==> src/rtl/mm_pkg.sv <==
// Shared types and constants for the multimeter's UART receiver and command parser.
package mm_pkg;
    typedef enum logic [1:0] {RX_IDLE, RX_START, RX_DATA, RX_STOP} uart_rx_state_t;
    typedef enum logic [1:0] {P_IDLE, P_ARG, P_EOL} cmd_state_t;
    typedef logic [1:0] result_sel_t;

    localparam logic [7:0] CMD_SEL  = 8'h53;
    localparam logic [7:0] CMD_EN   = 8'h45;
    localparam logic [7:0] CMD_DIS  = 8'h44;
    localparam logic [7:0] ASCII_CR = 8'h0D;
    localparam logic [7:0] ASCII_LF = 8'h0A;

    // Valid 'S' arguments are the ASCII digits '0'..'3'.
    function automatic logic is_sel_arg(input logic [7:0] b);
        return (b >= 8'h30) && (b <= 8'h33);
    endfunction
endpackage

==> src/rtl/uart_rx.sv <==
// 8N1 receiver: rxd synchroniser, mid-bit baud counter and RX FSM.
// Emits each correctly framed byte with a 1-cycle valid pulse, or a frame error pulse.
module uart_rx
    import mm_pkg::*;
#(
    parameter int CLK_FREQ = 100_000_000,
    parameter int BAUD     = 115_200
) (
    input  logic       clk,
    input  logic       rst_n,
    input  logic       clr_i,
    input  logic       rxd_i,
    output logic [7:0] byte_o,
    output logic       byte_valid_o,
    output logic       frame_err_o
);
    localparam int DIV   = (CLK_FREQ + BAUD / 2) / BAUD;
    localparam int CNT_W = $clog2(DIV);
    localparam logic [CNT_W-1:0] HALF_M1 = CNT_W'(DIV / 2 - 1);
    localparam logic [CNT_W-1:0] FULL_M1 = CNT_W'(DIV - 1);

    uart_rx_state_t   state, state_next;
    logic [1:0]       sync;
    logic             rxd_s;
    logic [CNT_W-1:0] cnt;
    logic [2:0]       bit_cnt;
    logic [7:0]       shift;
    logic             cnt_load, shift_en, bit_clr, valid_next, ferr_next;
    logic [CNT_W-1:0] cnt_val;

    assign rxd_s = sync[1];

    always_ff @(posedge clk or negedge rst_n) begin
        if (!rst_n) begin
            state <= RX_IDLE;
        end else if (clr_i) begin
            state <= RX_IDLE;
        end else begin
            state <= state_next;
        end
    end

    always_comb begin
        state_next = state;
        cnt_load   = 1'b0;
        cnt_val    = '0;
        shift_en   = 1'b0;
        bit_clr    = 1'b0;
        valid_next = 1'b0;
        ferr_next  = 1'b0;
        unique case (state)
            RX_IDLE: begin
                if (!rxd_s) begin
                    cnt_load   = 1'b1;
                    cnt_val    = HALF_M1;
                    state_next = RX_START;
                end
            end
            RX_START: begin
                // A start bit that is high again at mid-bit was only a glitch.
                if (cnt == '0) begin
                    if (!rxd_s) begin
                        cnt_load   = 1'b1;
                        cnt_val    = FULL_M1;
                        bit_clr    = 1'b1;
                        state_next = RX_DATA;
                    end else begin
                        state_next = RX_IDLE;
                    end
                end
            end
            RX_DATA: begin
                if (cnt == '0) begin
                    shift_en = 1'b1;
                    cnt_load = 1'b1;
                    cnt_val  = FULL_M1;
                    if (bit_cnt == 3'd7) state_next = RX_STOP;
                end
            end
            RX_STOP: begin
                if (cnt == '0) begin
                    state_next = RX_IDLE;
                    valid_next = rxd_s;
                    ferr_next  = !rxd_s;
                end
            end
            default: state_next = RX_IDLE;
        endcase
    end

    always_ff @(posedge clk or negedge rst_n) begin
        if (!rst_n) begin
            sync         <= 2'b11;
            cnt          <= '0;
            bit_cnt      <= '0;
            shift        <= '0;
            byte_o       <= '0;
            byte_valid_o <= 1'b0;
            frame_err_o  <= 1'b0;
        end else if (clr_i) begin
            sync         <= 2'b11;
            cnt          <= '0;
            bit_cnt      <= '0;
            shift        <= '0;
            byte_o       <= '0;
            byte_valid_o <= 1'b0;
            frame_err_o  <= 1'b0;
        end else begin
            sync <= {sync[0], rxd_i};
            if (cnt_load)        cnt <= cnt_val;
            else if (cnt != '0)  cnt <= cnt - 1'b1;
            if (bit_clr)         bit_cnt <= '0;
            else if (shift_en)   bit_cnt <= bit_cnt + 1'b1;
            if (shift_en)        shift <= {rxd_s, shift[7:1]};
            if (valid_next)      byte_o <= shift;
            byte_valid_o <= valid_next;
            frame_err_o  <= ferr_next;
        end
    end
endmodule

==> src/rtl/uart_rx_cmd.sv <==
// UART command front-end: receives bytes and parses 'S<n>', 'E', 'D' + CR commands
// into override registers for result selection and the UART-transmit enable.
module uart_rx_cmd
    import mm_pkg::*;
#(
    parameter int CLK_FREQ = 100_000_000,
    parameter int BAUD     = 115_200
) (
    input  logic       clk,
    input  logic       rst_n,
    input  logic       rxd_i,
    input  logic       clr_i,
    output logic [7:0] byte_o,
    output logic       byte_valid_o,
    output logic       frame_err_o,
    output logic [1:0] sel_o,
    output logic       sel_valid_o,
    output logic       uart_en_o,
    output logic       uart_en_vld_o,
    output logic       cmd_update_o,
    output logic       cmd_err_o
);
    cmd_state_t  p_state, p_next;
    logic [7:0]  op, op_next;
    result_sel_t arg, arg_next;
    logic        upd_next, err_next;

    uart_rx #(.CLK_FREQ(CLK_FREQ), .BAUD(BAUD)) u_rx (
        .clk          (clk),
        .rst_n        (rst_n),
        .clr_i        (clr_i),
        .rxd_i        (rxd_i),
        .byte_o       (byte_o),
        .byte_valid_o (byte_valid_o),
        .frame_err_o  (frame_err_o)
    );

    always_comb begin
        p_next   = p_state;
        op_next  = op;
        arg_next = arg;
        upd_next = 1'b0;
        err_next = 1'b0;
        // A framing error silently discards any partially received command.
        if (frame_err_o) begin
            p_next = P_IDLE;
        end else if (byte_valid_o) begin
            unique case (p_state)
                P_IDLE: begin
                    if (byte_o == CMD_SEL) begin
                        op_next = byte_o;
                        p_next  = P_ARG;
                    end else if (byte_o == CMD_EN || byte_o == CMD_DIS) begin
                        op_next = byte_o;
                        p_next  = P_EOL;
                    end else if (byte_o != ASCII_CR && byte_o != ASCII_LF) begin
                        err_next = 1'b1;
                    end
                end
                P_ARG: begin
                    if (is_sel_arg(byte_o)) begin
                        arg_next = byte_o[1:0];
                        p_next   = P_EOL;
                    end else begin
                        err_next = 1'b1;
                        p_next   = P_IDLE;
                    end
                end
                P_EOL: begin
                    p_next   = P_IDLE;
                    upd_next = (byte_o == ASCII_CR);
                    err_next = (byte_o != ASCII_CR);
                end
                default: p_next = P_IDLE;
            endcase
        end
    end

    always_ff @(posedge clk or negedge rst_n) begin
        if (!rst_n) begin
            p_state       <= P_IDLE;
            op            <= '0;
            arg           <= '0;
            sel_o         <= '0;
            sel_valid_o   <= 1'b0;
            uart_en_o     <= 1'b0;
            uart_en_vld_o <= 1'b0;
            cmd_update_o  <= 1'b0;
            cmd_err_o     <= 1'b0;
        end else if (clr_i) begin
            p_state       <= P_IDLE;
            op            <= '0;
            arg           <= '0;
            sel_o         <= '0;
            sel_valid_o   <= 1'b0;
            uart_en_o     <= 1'b0;
            uart_en_vld_o <= 1'b0;
            cmd_update_o  <= 1'b0;
            cmd_err_o     <= 1'b0;
        end else begin
            p_state      <= p_next;
            op           <= op_next;
            arg          <= arg_next;
            cmd_update_o <= upd_next;
            cmd_err_o    <= err_next;
            if (upd_next) begin
                if (op == CMD_SEL) begin
                    sel_o       <= arg;
                    sel_valid_o <= 1'b1;
                end else begin
                    uart_en_o     <= (op == CMD_EN);
                    uart_en_vld_o <= 1'b1;
                end
            end
        end
    end
endmodule

==> config.mk <==
export PLATFORM = sky130hd
export DESIGN_NAME = uart_rx_cmd
export DESIGN_NICKNAME = d
export VERILOG_FILES = /design/src/rtl/mm_pkg.sv /design/src/rtl/uart_rx.sv /design/src/rtl/uart_rx_cmd.sv
export SDC_FILE = /design/constraint.sdc
export NUM_CORES = 1
export LEC_CHECK = 0
export ABC_AREA = 1
export CAP_MARGIN = 20
export CORE_UTILIZATION = 40
export CTS_BUF_LIST = sky130_fd_sc_hd__clkbuf_4 sky130_fd_sc_hd__clkbuf_8
export CTS_CLUSTER_SIZE = 16
export DETAILED_ROUTE_END_ITERATION = 8
export GPL_TIMING_DRIVEN = 0
export SYNTH_ARGS = -nofsm -noshare
export SYNTH_HDL_FRONTEND = slang
export SYNTH_SLANG_ARGS = --single-unit
export TNS_END_PERCENT = 1
==> constraint.sdc <==
create_clock -name clk -period 1.4 [get_ports clk]
set_input_delay 0.14 -clock clk [delete_from_list [all_inputs] [get_ports clk]]
set_output_delay 0.14 -clock clk [all_outputs]
set_load 0.05 [all_outputs]
==> results.toml <==
[logic_synthesis]
ys.warnings.count = 0
ys_seq_elements = 54
synth_cell_types = 39
synth_enable_flop_cells = 0
ys_seq_area_frac = 0.480
synthFlopType = "dfrtp_1"
synth.net_count = 351
avgSynthCellArea_um2 = 8.23
syn-instance-count = 343
syn_area_um2 = 2820
synthArstFlopShare = 1.00

[worst_setup_path]
criticalPathCategory = "register to register"
endpoint_kind = "register"
crit_chain = "inv_2, ha_4, nand2_4, nor2_8, buf_6, nand2_4, buf_6, nand2_2, nor3b_2"
ff2ff_setup_slack_ns = -0.09
cp_max_fo = 6
crit_required_ns = 1.63
regToRegEndpoint = "u_rx.bit_cnt[1]$_DFFE_PN0P_"
crit_buf_inv = 3
crit_family = "simple AND/OR/NAND/NOR gates"
crit_slowest_cell = "dfrtp_1"
critPathLaunchType = "register"
crit_arrival_ns = 1.72
reg2reg_depth = 9
reg2reg_from = "u_rx.cnt[0]$_DFFE_PN0P_"
slowest_delay_ns = 0.43

[detailed_routing]
wl_per_cell_um = 12.7
drt_iter0_markers = 128
drt.antenna.violating_nets = 0
vias_per_cell = 4.83
finalWirelength_um = 6090
route.detailed.drc = 0
vias = 2322
firstDrtPassIters = 4

[global_route]
grt_first_pass_wirelength_um = 10100
grt_use_total = 0.173
gr-usage-met2 = 0.294
first_global_vias = 2191
grt_max_degree = 29
use_met1 = 0.223
gr-total-overflow = 0
antenna_found_initial = 0
use_met3 = 0.0327
grt.busiest_layer = "met2"

[cts]
clk-insertion-delay-late_ns = 0.31
cts_tree = "built"
cts_buffers = 5
cts.sinks = 54
cts_buffer_depth = 2
root_buffer = "clkbuf_8"
h-tree-depth = 2
clk_pin_slew_ns = 0.10

[pwr]
switching_power_mw = 1.63
p_leak_nw = 1.69
p_total_mw = 4.54
p_clk_frac = 0.235
peakVddDrop_mv = 0.583
powerDensity_nw_per_um2 = 1290
sw_frac_of_total = 0.358
seq_power_share = 0.412
p_comb_frac = 0.353
p_int_mw = 2.92

[floorplanning]
die_area_um2 = 7400
row_count = 30
start_util = 0.415
die-width_um = 86.0
core-area_um2 = 6790
die-height_um = 86.0
num_io_pins = 21

[timing]
period_share = 1.06
hold_viol = 0
worst_slew_pin_slew_ns = 0.620
maxSlewHeadroom = 0.586
layout_setup_ws_ns = -0.0897
setup_tns_ns = -1.18
setup_viol = 28
rsz0062_at_grt = "true"
finalCriticalPeriod_ns = 1.49
fin_skew_ns = 0.00850
slew_viol_final = 0
fmax_mhz = 671

[hold_path]
holdCritPathClass = "input port to asynchronous set/reset pin"

[placement]
placedCellCount = 460
place_congestion = 0.806
placed_area_um2 = 3170
dp.final_hpwl_um = 4330
io_buffers = 20

[status]
status = "complete, but fails checks"
violations = "setup timing"

[final_layout]
fin_util = 0.518
layout-drive-gt1-share = 0.296
nFillCells = 638
syn2layout_area_growth_pct = 24.6
fin_cells = 481
nNetsFinal = 392
diodes = 0
final_area_um2 = 3520

[flow_run]
max_cap_viol_count = 0
final cells by class:
type                       instances  area, um^2  area share
tap                               96         120      0.0342
sequential                        54        1370       0.390
timing repair buffer              34         274      0.0779
clock buffer                       5        68.8      0.0196
clock inverter                     3        45.0      0.0128
buffer                             6        45.0      0.0128
multi-input combinational        244        1450       0.411
inverter                          39         146      0.0416
registers in the layout, summed over array words and instances, names as in the netlist:
name               count
u_rx.sync              2
u_rx.shift             8
u_rx.bit_cnt           3
u_rx.state             2
u_rx.frame_err_o       1
u_rx.byte_valid_o      1
cmd_err_o              1
op                     8
u_rx.byte_o            8
uart_en_o              1
cmd_update_o           1
arg                    2
sel_o                  2
p_state                2
u_rx.cnt              10
uart_en_vld_o          1
sel_valid_o            1
worst max path at each step:
stage,depth (start not counted),end,start
final,9,u_rx.bit_cnt[1]$_DFFE_PN0P_,u_rx.cnt[0]$_DFFE_PN0P_
after global routing,9,u_rx.bit_cnt[1]$_DFFE_PN0P_,u_rx.cnt[0]$_DFFE_PN0P_
after CTS,8,u_rx.byte_o[3]$_DFFE_PN0P_,u_rx.cnt[0]$_DFFE_PN0P_
after detailed placement,7,u_rx.cnt[1]$_DFFE_PN0P_,clr_i
after global placement,1,u_rx.byte_o[2]$_DFFE_PN0P_,rst_n
after floorplan,8,u_rx.byte_o[3]$_DFFE_PN0P_,u_rx.cnt[0]$_DFFE_PN0P_
metal layers:
layer | share of wire | vias to the layer above
li1 | - | 1177
met1 | 0.45 | 1104
met2 | 0.51 | 35
met3 | 0.031 | 6
met4 | 0.012 | 0
met5 | 0 | -
power by group through the flow:
stage | clock network, mW | logic [mW] | registers (mW)
6_report | 1.07 | 1.61 | 1.87
5_1_grt | 1.14 | 1.79 | 1.89
2_1_floorplan | 0 | 1.03 | 1.84
3_5_place_dp | 0 | 1.24 | 1.87
3_3_place_gp | 0 | 1.23 | 1.87
4_1_cts | 1.10 | 1.26 | 1.84
cells by family (layout without fill, tap and decap cells):
kind of cell,Yosys count,count (layout),synth area share
simple gates,198,198,0.345
flops,54,54,0.480
buf+inv,45,87,0.0629
compound gates,36,36,0.0758
xor+xnor,6,6,0.0186
fa+ha+maj,4,4,0.0177
metrics by stage:
step           worst slack, ns  hold slack, ns
4_1_cts                 -0.214           0.391
6_report               -0.0897           0.367
3_3_place_gp             -1.74           0.465
5_1_grt                 -0.175           0.387
2_1_floorplan          -0.0349          -0.156
3_5_place_dp            -0.470           0.194
cells in the final DEF, fill, tap and decap left out, types with 7 or more instances in the layout:
cell type       n
a21oi_1        11
buf_4          10
clkbuf_2       10
dfrtp_1        38
dfrtp_2        14
dlygate4sd2_1   7
inv_1          30
inv_2           9
nand2_1        69
nand3_1        25
nand4_1         7
nor2_1         46
nor2_2          9
nor2_4          8
o21ai_1        11
what timing repair did:
| action | 4_1_cts | 5_1_grt |
|---|---|---|
| buffers inserted | 0 | 11 |
| cloned | 0 | 1 |
| hold buffers | 1 | 0 |
| gates resized for setup | 34 | 59 |
| endpoints found under the setup margin | 61 | 59 |
| pin swaps | 1 | 11 |
| endpoints found under the hold margin | 24 | 0 |
synthesized netlist by cell type (3+ instances only):
library cell  count  area, um^2
nor3_1            4        20.0
dfrtp_1          52        1300
nand2_1          75         282
inv_2             4        15.0
xnor2_1           3        26.3
nand3_1          27         135
o21ai_1          12        60.1
o21ai_2           3        26.3
o21ai_0           5        25.0
nand4_1           7        43.8
inv_1            35         131
nor2_4            3        33.8
nand2_2           4        25.0
xor2_1            3        26.3
a21oi_1          11        55.1
ha_1              4        50.1
nand3_4           3        52.6
nor2_1           58         218
Power figures use the tool's default switching activity.
